`src/rtl/alu_flag_wb_if.sv`:
```
// Bus between the ALU result source, the flag/writeback stage and the
// register-file write port.
//
// Handshakes: a transfer happens on a rising clock edge when valid and ready
// are both 1 (res_valid/res_ready on the result side, rf_we/rf_ready on the
// register-file side). The valid side holds its payload stable until the
// transfer happens. Ready never depends combinationally on valid.
interface alu_flag_wb_if #(
  parameter int DATA_W = 8,
  parameter int RA_W   = 3
);
  logic              res_valid;
  logic              res_ready;
  logic [DATA_W-1:0] alu_out;
  logic              alu_cout;
  logic              alu_vout;
  logic [RA_W-1:0]   rd;
  logic              wr_en;
  logic              upd_flags;
  logic              flag_ld;
  logic [2:0]        flag_ld_val;
  logic              flag_c;
  logic              flag_z;
  logic              flag_v;
  logic              rf_we;
  logic [RA_W-1:0]   rf_waddr;
  logic [DATA_W-1:0] rf_wdata;
  logic              rf_ready;

  // Stage side: consumes ALU results, produces flags and register writes.
  modport slave (
    input  res_valid, alu_out, alu_cout, alu_vout, rd, wr_en, upd_flags,
    input  flag_ld, flag_ld_val, rf_ready,
    output res_ready, flag_c, flag_z, flag_v, rf_we, rf_waddr, rf_wdata
  );

  // Environment side: ALU result source plus register-file write port.
  modport master (
    output res_valid, alu_out, alu_cout, alu_vout, rd, wr_en, upd_flags,
    output flag_ld, flag_ld_val, rf_ready,
    input  res_ready, flag_c, flag_z, flag_v, rf_we, rf_waddr, rf_wdata
  );
endinterface

```
`src/rtl/alu_flag_wb.sv`:
```
// Flag and writeback stage behind the ALU. Keeps the architectural C/Z/V
// flags (C feeds the ALU carry-in) and buffers one result for the register
// file write port. The buffer is a two-state FSM; a new result can be taken
// in the same cycle the buffered one drains, so throughput is one per cycle
// while the register file is ready.
module alu_flag_wb #(
  parameter int DATA_W = 8,
  parameter int RA_W   = 3
) (
  input  logic          clk,
  input  logic          rst_n,
  alu_flag_wb_if.slave  bus,
  output logic          o_dbg_state   // 0 = EMPTY, 1 = PEND
);

  typedef enum logic {
    S_EMPTY = 1'b0,
    S_PEND  = 1'b1
  } state_t;

  state_t            r_state;
  logic              r_rf_we;
  logic [RA_W-1:0]   r_waddr;
  logic [DATA_W-1:0] r_wdata;
  logic              r_c;
  logic              r_z;
  logic              r_v;

  logic w_ready;
  logic w_acc;
  logic w_cap;

  // Ready comes only from state and rf_ready, never from res_valid.
  assign w_ready = (r_state == S_EMPTY) | bus.rf_ready;
  assign w_acc   = bus.res_valid & w_ready;
  // Writes to register 0 are dropped here; their flags still update.
  assign w_cap   = w_acc & bus.wr_en & (bus.rd != '0);

  assign bus.res_ready = w_ready;
  assign bus.rf_we     = r_rf_we;
  assign bus.rf_waddr  = r_waddr;
  assign bus.rf_wdata  = r_wdata;
  assign bus.flag_c    = r_c;
  assign bus.flag_z    = r_z;
  assign bus.flag_v    = r_v;
  assign o_dbg_state   = r_state;

  // Flag register: restore load wins over an update from an accepted result.
  always_ff @(posedge clk or negedge rst_n) begin
    if (!rst_n) begin
      r_c <= 1'b0;
      r_z <= 1'b0;
      r_v <= 1'b0;
    end else if (bus.flag_ld) begin
      {r_c, r_z, r_v} <= bus.flag_ld_val;
    end else if (w_acc && bus.upd_flags) begin
      r_c <= bus.alu_cout;
      r_z <= (bus.alu_out == '0);
      r_v <= bus.alu_vout;
    end
  end

  // Write buffer FSM with registered rf_we/addr/data; addr/data hold their
  // last value when the buffer empties.
  always_ff @(posedge clk or negedge rst_n) begin
    if (!rst_n) begin
      r_state <= S_EMPTY;
      r_rf_we <= 1'b0;
      r_waddr <= '0;
      r_wdata <= '0;
    end else begin
      case (r_state)
        S_EMPTY: begin
          if (w_cap) begin
            r_waddr <= bus.rd;
            r_wdata <= bus.alu_out;
            r_rf_we <= 1'b1;
            r_state <= S_PEND;
          end
        end
        S_PEND: begin
          if (bus.rf_ready) begin
            if (w_cap) begin
              // Back-to-back: drain and reload in the same cycle.
              r_waddr <= bus.rd;
              r_wdata <= bus.alu_out;
            end else begin
              r_rf_we <= 1'b0;
              r_state <= S_EMPTY;
            end
          end
        end
        default: begin
          r_rf_we <= 1'b0;
          r_state <= S_EMPTY;
        end
      endcase
    end
  end

endmodule

```
`src/flat_wrapper.sv`:
```
// flat-port wrapper written by rule: the top's interface ports become plain ports
module alu_flag_wb_flat 
#(
  parameter int DATA_W = 8,
  parameter int RA_W   = 3
)
  (clk, rst_n, o_dbg_state, bus_res_valid, bus_alu_out, bus_alu_cout, bus_alu_vout, bus_rd, bus_wr_en, bus_upd_flags, bus_flag_ld, bus_flag_ld_val, bus_rf_ready, bus_res_ready, bus_flag_c, bus_flag_z, bus_flag_v, bus_rf_we, bus_rf_waddr, bus_rf_wdata);
  alu_flag_wb_if #(.DATA_W(DATA_W), .RA_W(RA_W)) bus_i ();
  input  logic clk;
  input  logic rst_n;
  output logic o_dbg_state;
  input wire logic [$bits(bus_i.res_valid)-1:0] bus_res_valid;
  input wire logic [$bits(bus_i.alu_out)-1:0] bus_alu_out;
  input wire logic [$bits(bus_i.alu_cout)-1:0] bus_alu_cout;
  input wire logic [$bits(bus_i.alu_vout)-1:0] bus_alu_vout;
  input wire logic [$bits(bus_i.rd)-1:0] bus_rd;
  input wire logic [$bits(bus_i.wr_en)-1:0] bus_wr_en;
  input wire logic [$bits(bus_i.upd_flags)-1:0] bus_upd_flags;
  input wire logic [$bits(bus_i.flag_ld)-1:0] bus_flag_ld;
  input wire logic [$bits(bus_i.flag_ld_val)-1:0] bus_flag_ld_val;
  input wire logic [$bits(bus_i.rf_ready)-1:0] bus_rf_ready;
  output wire logic [$bits(bus_i.res_ready)-1:0] bus_res_ready;
  output wire logic [$bits(bus_i.flag_c)-1:0] bus_flag_c;
  output wire logic [$bits(bus_i.flag_z)-1:0] bus_flag_z;
  output wire logic [$bits(bus_i.flag_v)-1:0] bus_flag_v;
  output wire logic [$bits(bus_i.rf_we)-1:0] bus_rf_we;
  output wire logic [$bits(bus_i.rf_waddr)-1:0] bus_rf_waddr;
  output wire logic [$bits(bus_i.rf_wdata)-1:0] bus_rf_wdata;
  assign bus_i.res_valid = bus_res_valid;
  assign bus_i.alu_out = bus_alu_out;
  assign bus_i.alu_cout = bus_alu_cout;
  assign bus_i.alu_vout = bus_alu_vout;
  assign bus_i.rd = bus_rd;
  assign bus_i.wr_en = bus_wr_en;
  assign bus_i.upd_flags = bus_upd_flags;
  assign bus_i.flag_ld = bus_flag_ld;
  assign bus_i.flag_ld_val = bus_flag_ld_val;
  assign bus_i.rf_ready = bus_rf_ready;
  assign bus_res_ready = bus_i.res_ready;
  assign bus_flag_c = bus_i.flag_c;
  assign bus_flag_z = bus_i.flag_z;
  assign bus_flag_v = bus_i.flag_v;
  assign bus_rf_we = bus_i.rf_we;
  assign bus_rf_waddr = bus_i.rf_waddr;
  assign bus_rf_wdata = bus_i.rf_wdata;
  alu_flag_wb #(.DATA_W(DATA_W), .RA_W(RA_W)) u_core (.clk(clk), .rst_n(rst_n), .bus(bus_i), .o_dbg_state(o_dbg_state));
endmodule
```
`config.mk`:
```
export PLATFORM = sky130hd
export DESIGN_NAME = alu_flag_wb_flat
export DESIGN_NICKNAME = d
export VERILOG_FILES = /design/src/rtl/alu_flag_wb_if.sv /design/src/rtl/alu_flag_wb.sv /design/src/flat_wrapper.sv
export SDC_FILE = /design/constraint.sdc
export NUM_CORES = 1
export LEC_CHECK = 0
export CORE_MARGIN = 2
export CORE_UTILIZATION = 32
export DETAILED_ROUTE_END_ITERATION = 12
export GPL_ROUTABILITY_DRIVEN = 0
export PLACE_DENSITY = 0.79
export SLEW_MARGIN = 20
export SYNTH_ARGS = -nofsm -noshare
export SYNTH_HDL_FRONTEND = slang
export SYNTH_SLANG_ARGS = --single-unit
```
`constraint.sdc`:
```
create_clock -name clk -period 1.6 [get_ports clk]
set_input_delay 0.4 -clock clk [delete_from_list [all_inputs] [get_ports clk]]
set_output_delay 0.4 -clock clk [all_outputs]
set_load 0.05 [all_outputs]
```
# --- Word-level counts from Yosys, hierarchy flattened ---
# Index checks and enable logic that the tools add are counted.
# Widths: inputs -> output; s select.
totals:
  ff_bits: 16
  out_inout_bits: 17
  word_cells: 39
classes:
  n_eq_ne: 3
  n_mux: 19
  bitwise: 5
  n_reduce_logical: 5
op_table:
  columns: ["op", "count"]
  rows:
  - ["$mux 8", 2]
  - ["$pmux 8 s2", 1]
  - ["$mux 1", 11]
  - ["$logic_not 8->1", 1]
  - ["$mux 3", 2]
  - ["$pmux 3 s2", 1]
  - ["$ne 2x2->1 const B", 2]
  - ["$pmux 1 s2", 2]
  - ["$and 1x1->1", 3]
  - ["$reduce_and 3->1", 1]
  - ["$reduce_bool 3->1", 1]
  - ["$ne 2x1->1 const B", 1]
  - ["$reduce_bool 2->1", 1]
  - ["$logic_and 1x1->1", 1]
  - ["$not 1->1", 1]
  - ["$or 1x1->1", 1]

# --- Longest topological paths before layout ---
logic_depth:
  ltp_word: 8
  depth_mapped: 6
  mapped_depth_nobuf: 4

# --- Worst setup path after synthesis ---
# Ideal clock, no wire load.
synth_timing:
  path_type: "reg-to-reg"
  startpoint: "reg u_core.r_state, in the netlist u_core.o_dbg_state"
  endpoint: "reg u_core.r_waddr[0], in the netlist u_core.bus.rf_waddr[0]"
  arrival_ns: 1.708
  slack_ns: -0.233
  stages_incl_launch_ff: 6
  path_buffers: 2
  period_less_slack_ns: 1.833
  path_cell_list: "dfrtp_1 -> nand2b_4 -> and4b_1 -> buf_6 -> buf_12 -> mux2_4"
synth_via:
  elab_chain_cells: 8
  elab_cells_between_ends: 9
  classes_between: "eq/ne: 1; mux: 3; bitwise: 5"
synth_rtl:
  columns: ["element", "line_no", "text"]
  rows:
  - ["from (decl)", "alu_flag_wb.sv:21", "state_t r_state;"]
  - ["from (signal assigned)", "alu_flag_wb.sv:67", "r_state <= S_EMPTY;"]
  - ["from (signal assigned)", "alu_flag_wb.sv:78", "r_state <= S_PEND;"]
  - ["from (signal assigned)", "alu_flag_wb.sv:89", "r_state <= S_EMPTY;"]
  - ["$not 1->1 *", "alu_flag_wb.sv:34", "assign w_ready = (r_state == S_EMPTY) | bus.rf_ready;"]
  - ["$or 1x1->1 *", "alu_flag_wb.sv:34", null]
  - ["named net bus_res_ready", "flat_wrapper.sv:22", "output wire logic [$bits(bus_i.res_ready)-1:0] bus_res_ready;"]
  - ["$and 1x1->1 *", "alu_flag_wb.sv:35", "assign w_acc = bus.res_valid & w_ready;"]
  - ["$and 1x1->1 * (2 in a row)", "alu_flag_wb.sv:37", "assign w_cap = w_acc & bus.wr_en & (bus.rd != '0);"]
  - ["$mux 3 *", null, null]
  - ["$mux 3", null, null]
  - ["$pmux 3 s2 *", "alu_flag_wb.sv:72", "case (r_state)"]
  - ["to (signal assigned)", "alu_flag_wb.sv:75", "r_waddr <= bus.rd;"]
  - ["to (signal assigned)", "alu_flag_wb.sv:85", "r_waddr <= bus.rd;"]
  - ["to (decl)", "alu_flag_wb.sv:23", "logic [RA_W-1:0] r_waddr;"]
# Mark *: on every way through the listed nets, which the timed path passes. The rest lies on a longest branch. The select of a mux whose other input is x is not followed.
# A chain may end at the register's enable or synchronous reset.

# --- Worst setup path in the final report ---
layout_timing:
  startpoint: "in bus_rd[0]"
  endpoint: "reg u_core.r_waddr[2], in the netlist u_core.bus.rf_waddr[2]"
layout_via:
  elab_chain_cells: 5
layout_rtl:
  columns: ["element", "line_no", "text"]
  rows:
  - ["from (decl)", "flat_wrapper.sv:16", "input wire logic [$bits(bus_i.rd)-1:0] bus_rd;"]
  - ["$reduce_bool 3->1 *", "alu_flag_wb.sv:37", null]
  - ["$and 1x1->1 *", "alu_flag_wb.sv:37", null]
  - ["$mux 3 *", null, null]
  - ["$mux 3", null, null]
  - ["$pmux 3 s2 *", null, null]
# Every way passes the cells marked *; elsewhere a longest branch is shown, timed or not. The select of a mux whose other input is x is not followed.

==> results.yml <==
critical_path:
  critPathMaxFanout: 13
  start_kind: "primary input"
  arrival_ns: 1.72
  path_class: "in2reg"
  worstPathCellList: "clkdlybuf4s50_1 -> nor3_1 -> and4b_1 -> buf_12 -> mux2_2"
  path_buf_inv: 2
  cp_slowest_stage_delay_ns: 0.48
  critPathTopFamily: "buffers and inverters"
  crit_path_end_kind: "register"
  critPathSlowestCell: "clkdlybuf4s50_1"
  required_ns: 1.78
power:
  p_int_w: 0.00100
  clockPowerShare_pct: 13.8
  powerDensity_nw_per_um2: 1140
  leakage_nw: 0.627
  irDropWorstVdd_uv: 507
  p_sw_w: 0.000576
  pwr-share-comb_pct: 50.5
  swShare_pct: 36.5
  pwr-share-seq_pct: 35.6
synthesis:
  synth_area_per_cell_um2: 13.9
  synth-edff-count: 0
  synth_top_area_share_pct: 55.6
  synth_flop_cell: "dfrtp_1"
  syn_nets: 75
  netlist_area_um2: 721
  yosys-mux-area-fraction_pct: 24.1
  yosys.area_share.adder_pct: 0
  synthCells: 52
  yosys.cell_types.count: 18
  synth_top_family_by_area: "multiplexers"
  yosysTopAreaCell: "dfrtp_1"
  yosysMostFrequentCell: "dfrtp_1"
  ys_seq_area_share_pct: 55.6
  synth_common_cells: "dfrtp_1 (16), mux2_4 (8), nand2_1 (4)"
  synthXorXnorAreaFrac_pct: 0
  synth-simple-area-share_pct: 10.4
  ys_warn_count: 0
  synth_area_leaders: "dfrtp_1 (56%), mux2_4 (17%), mux2_2 (4.7%), buf_12 (2.8%), mux2i_1 (2.8%)"
  synth_compound_area_share_pct: 4.51
  synth.ff_latch_count: 16
  synthArstFlopShare_pct: 100
timing:
  slew_violations: 0
  tns_ns: 0
  fmax_mhz: 650
  period_minus_slack_ns: 1.54
  skew_ns: 0.00214
  worst_slack_ns: 0.0608
  rsz0062_at_grt: "no"
  post-route-period-util_pct: 96.2
  final_hold_viol_count: 0
  setup_viol: 0
  worst_pin_slew_ns: 0.222
  slew_headroom_pct: 85.1
cts:
  hold_buffers: 0
  clk_pin_slew_worst_paths_ns: 0.09
  cts-root-buf: "clkbuf_4"
  htreeDepth: 1
  clock_sinks: 16
  cts-buffers-inserted: 3
  clk_path_buf_depth: 2
  clkLatencyLatePin_ns: 0.28
  cts_tree: "done"
die:
  dieArea_um2: 2650
  io-pin-count: 40
  die_y_um: 51.5
  die_x_um: 51.5
  core_um2: 2170
  start_util_pct: 33.2
  rows: 17
global_route:
  first_global_vias: 615
  grt_pass1_wl_um: 2750
  grt_start_max_net_pins: 17
  antenna_found_initial: 0
  grt.overflow.total: 0
  grtUsageTotal_pct: 14.1
worst_hold_path:
  min_path_type: "in2async"
placed_design:
  port_buffers: 39
  place_worst_setup_slack_ns: -0.254
  dpl.hpwl_um: 1420
job:
  maxCapViolations: 0
status:
  status: "finished, final reports clean"
drt:
  avgRoutedWirePerCell_um: 13.5
  vias: 592
  dr.pass1.iters: 4
  met1Wirelength_um: 723
  routed.top_layer: "met3"
  route.met2.wl_um: 873
  vias_per_cell: 4.59
  wl_met3_um: 144
  drt_wl_total_um: 1740
  ant_nets: 0
  drc_errors: 0
  dr.first_iter.drc_count: 8
layout:
  drive_gt1_share_pct: 40.6
  nets: 125
  area_growth_pct: 92.5
  antenna_cells: 0
[power by group through the flow]
stage               Sequential, W  Clock [W]  Combinational [W]
global placement         0.000568          0           0.000792
finish                   0.000563   0.000219           0.000798
floorplan                0.000784          0           0.000130
detailed placement       0.000572          0           0.000802
global route             0.000574   0.000244           0.000825
CTS                      0.000564   0.000224           0.000805
[cell usage in the layout (no fill, tap or decap), drive strengths merged, types with 2 or more instances in the layout]
cell type       n
mux2           11
buf            25
mux2i           2
dfrtp          16
nand3           2
inv             2
clkbuf          4
nor3            2
o21ai           3
nand2           4
a21oi           2
clkdlybuf4s50  21
[metrics by stage]
step | utilization [%] | hold slack (ns) | std cells | power [W] | area [um2]
global route | 64.0 | 0.455 | 129 | 0.00164 | 1390
CTS | 64.0 | 0.442 | 129 | 0.00159 | 1390
detailed placement | 62.6 | 0.545 | 125 | 0.00137 | 1360
finish | 64.0 | 0.439 | 129 | 0.00158 | 1390
floorplan | - | 0.104 | 52 | 0.000914 | 722
global placement | 62.6 | 0.538 | 125 | 0.00136 | 1360
[per-layer routing]
layer / vias to the layer above / global-route usage, %
met5: - / 0
li1: 283 / -
met1: 285 / 17.6
met4: 0 / 5.26
met3: 0 / 3.51
met2: 24 / 23.5
[worst paths after layout]
kind	start	endpoint	slack [ns]	cells after the start
min reg2reg	u_core.o_dbg_state$_DFF_PN0_	u_core.bus.rf_we$_DFFE_PN0P_	0.56	1
min in group clk	u_core.o_dbg_state$_DFF_PN0_	u_core.bus.rf_we$_DFFE_PN0P_	0.56	1
min	rst_n	u_core.bus.rf_we$_DFFE_PN0P_	0.44	2
max in group asynchronous	rst_n	u_core.o_dbg_state$_DFF_PN0_	0.97	2
max reg2reg	u_core.o_dbg_state$_DFF_PN0_	u_core.bus.rf_waddr[2]$_DFFE_PN0P_	0.21	4
max	bus_rd[0]	u_core.bus.rf_waddr[2]$_DFFE_PN0P_	0.06	5
[sequential cells by signal, summed over array words and instances, names as in the netlist]
signal	count
u_core.bus.flag_c	1
u_core.bus.flag_z	1
u_core.bus.rf_we	1
u_core.bus.flag_v	1
u_core.bus.rf_waddr	3
u_core.bus.rf_wdata	8
u_core.o_dbg_state	1
[what timing repair did]
item,CTS,global route
buffers inserted,0,0
endpoints found under the setup margin,1,0
resized for setup,2,0
[layout make-up]
type,count,area (um2)
clock buffer,4,26.3
fill,172,782
inverter,2,7.51
multi-input combinational,32,282
sequential,16,402
tap,28,35.0
timing repair buffer,47,636
[logic make-up after synthesis]
logic type,after synthesis
flip-flops,16
multiplexers,13
AND/OR/NAND/NOR,13
AO/OA/AOI/OAI,6
buffers and inverters,4
Note: power is estimated with default switching activity, not from simulation.
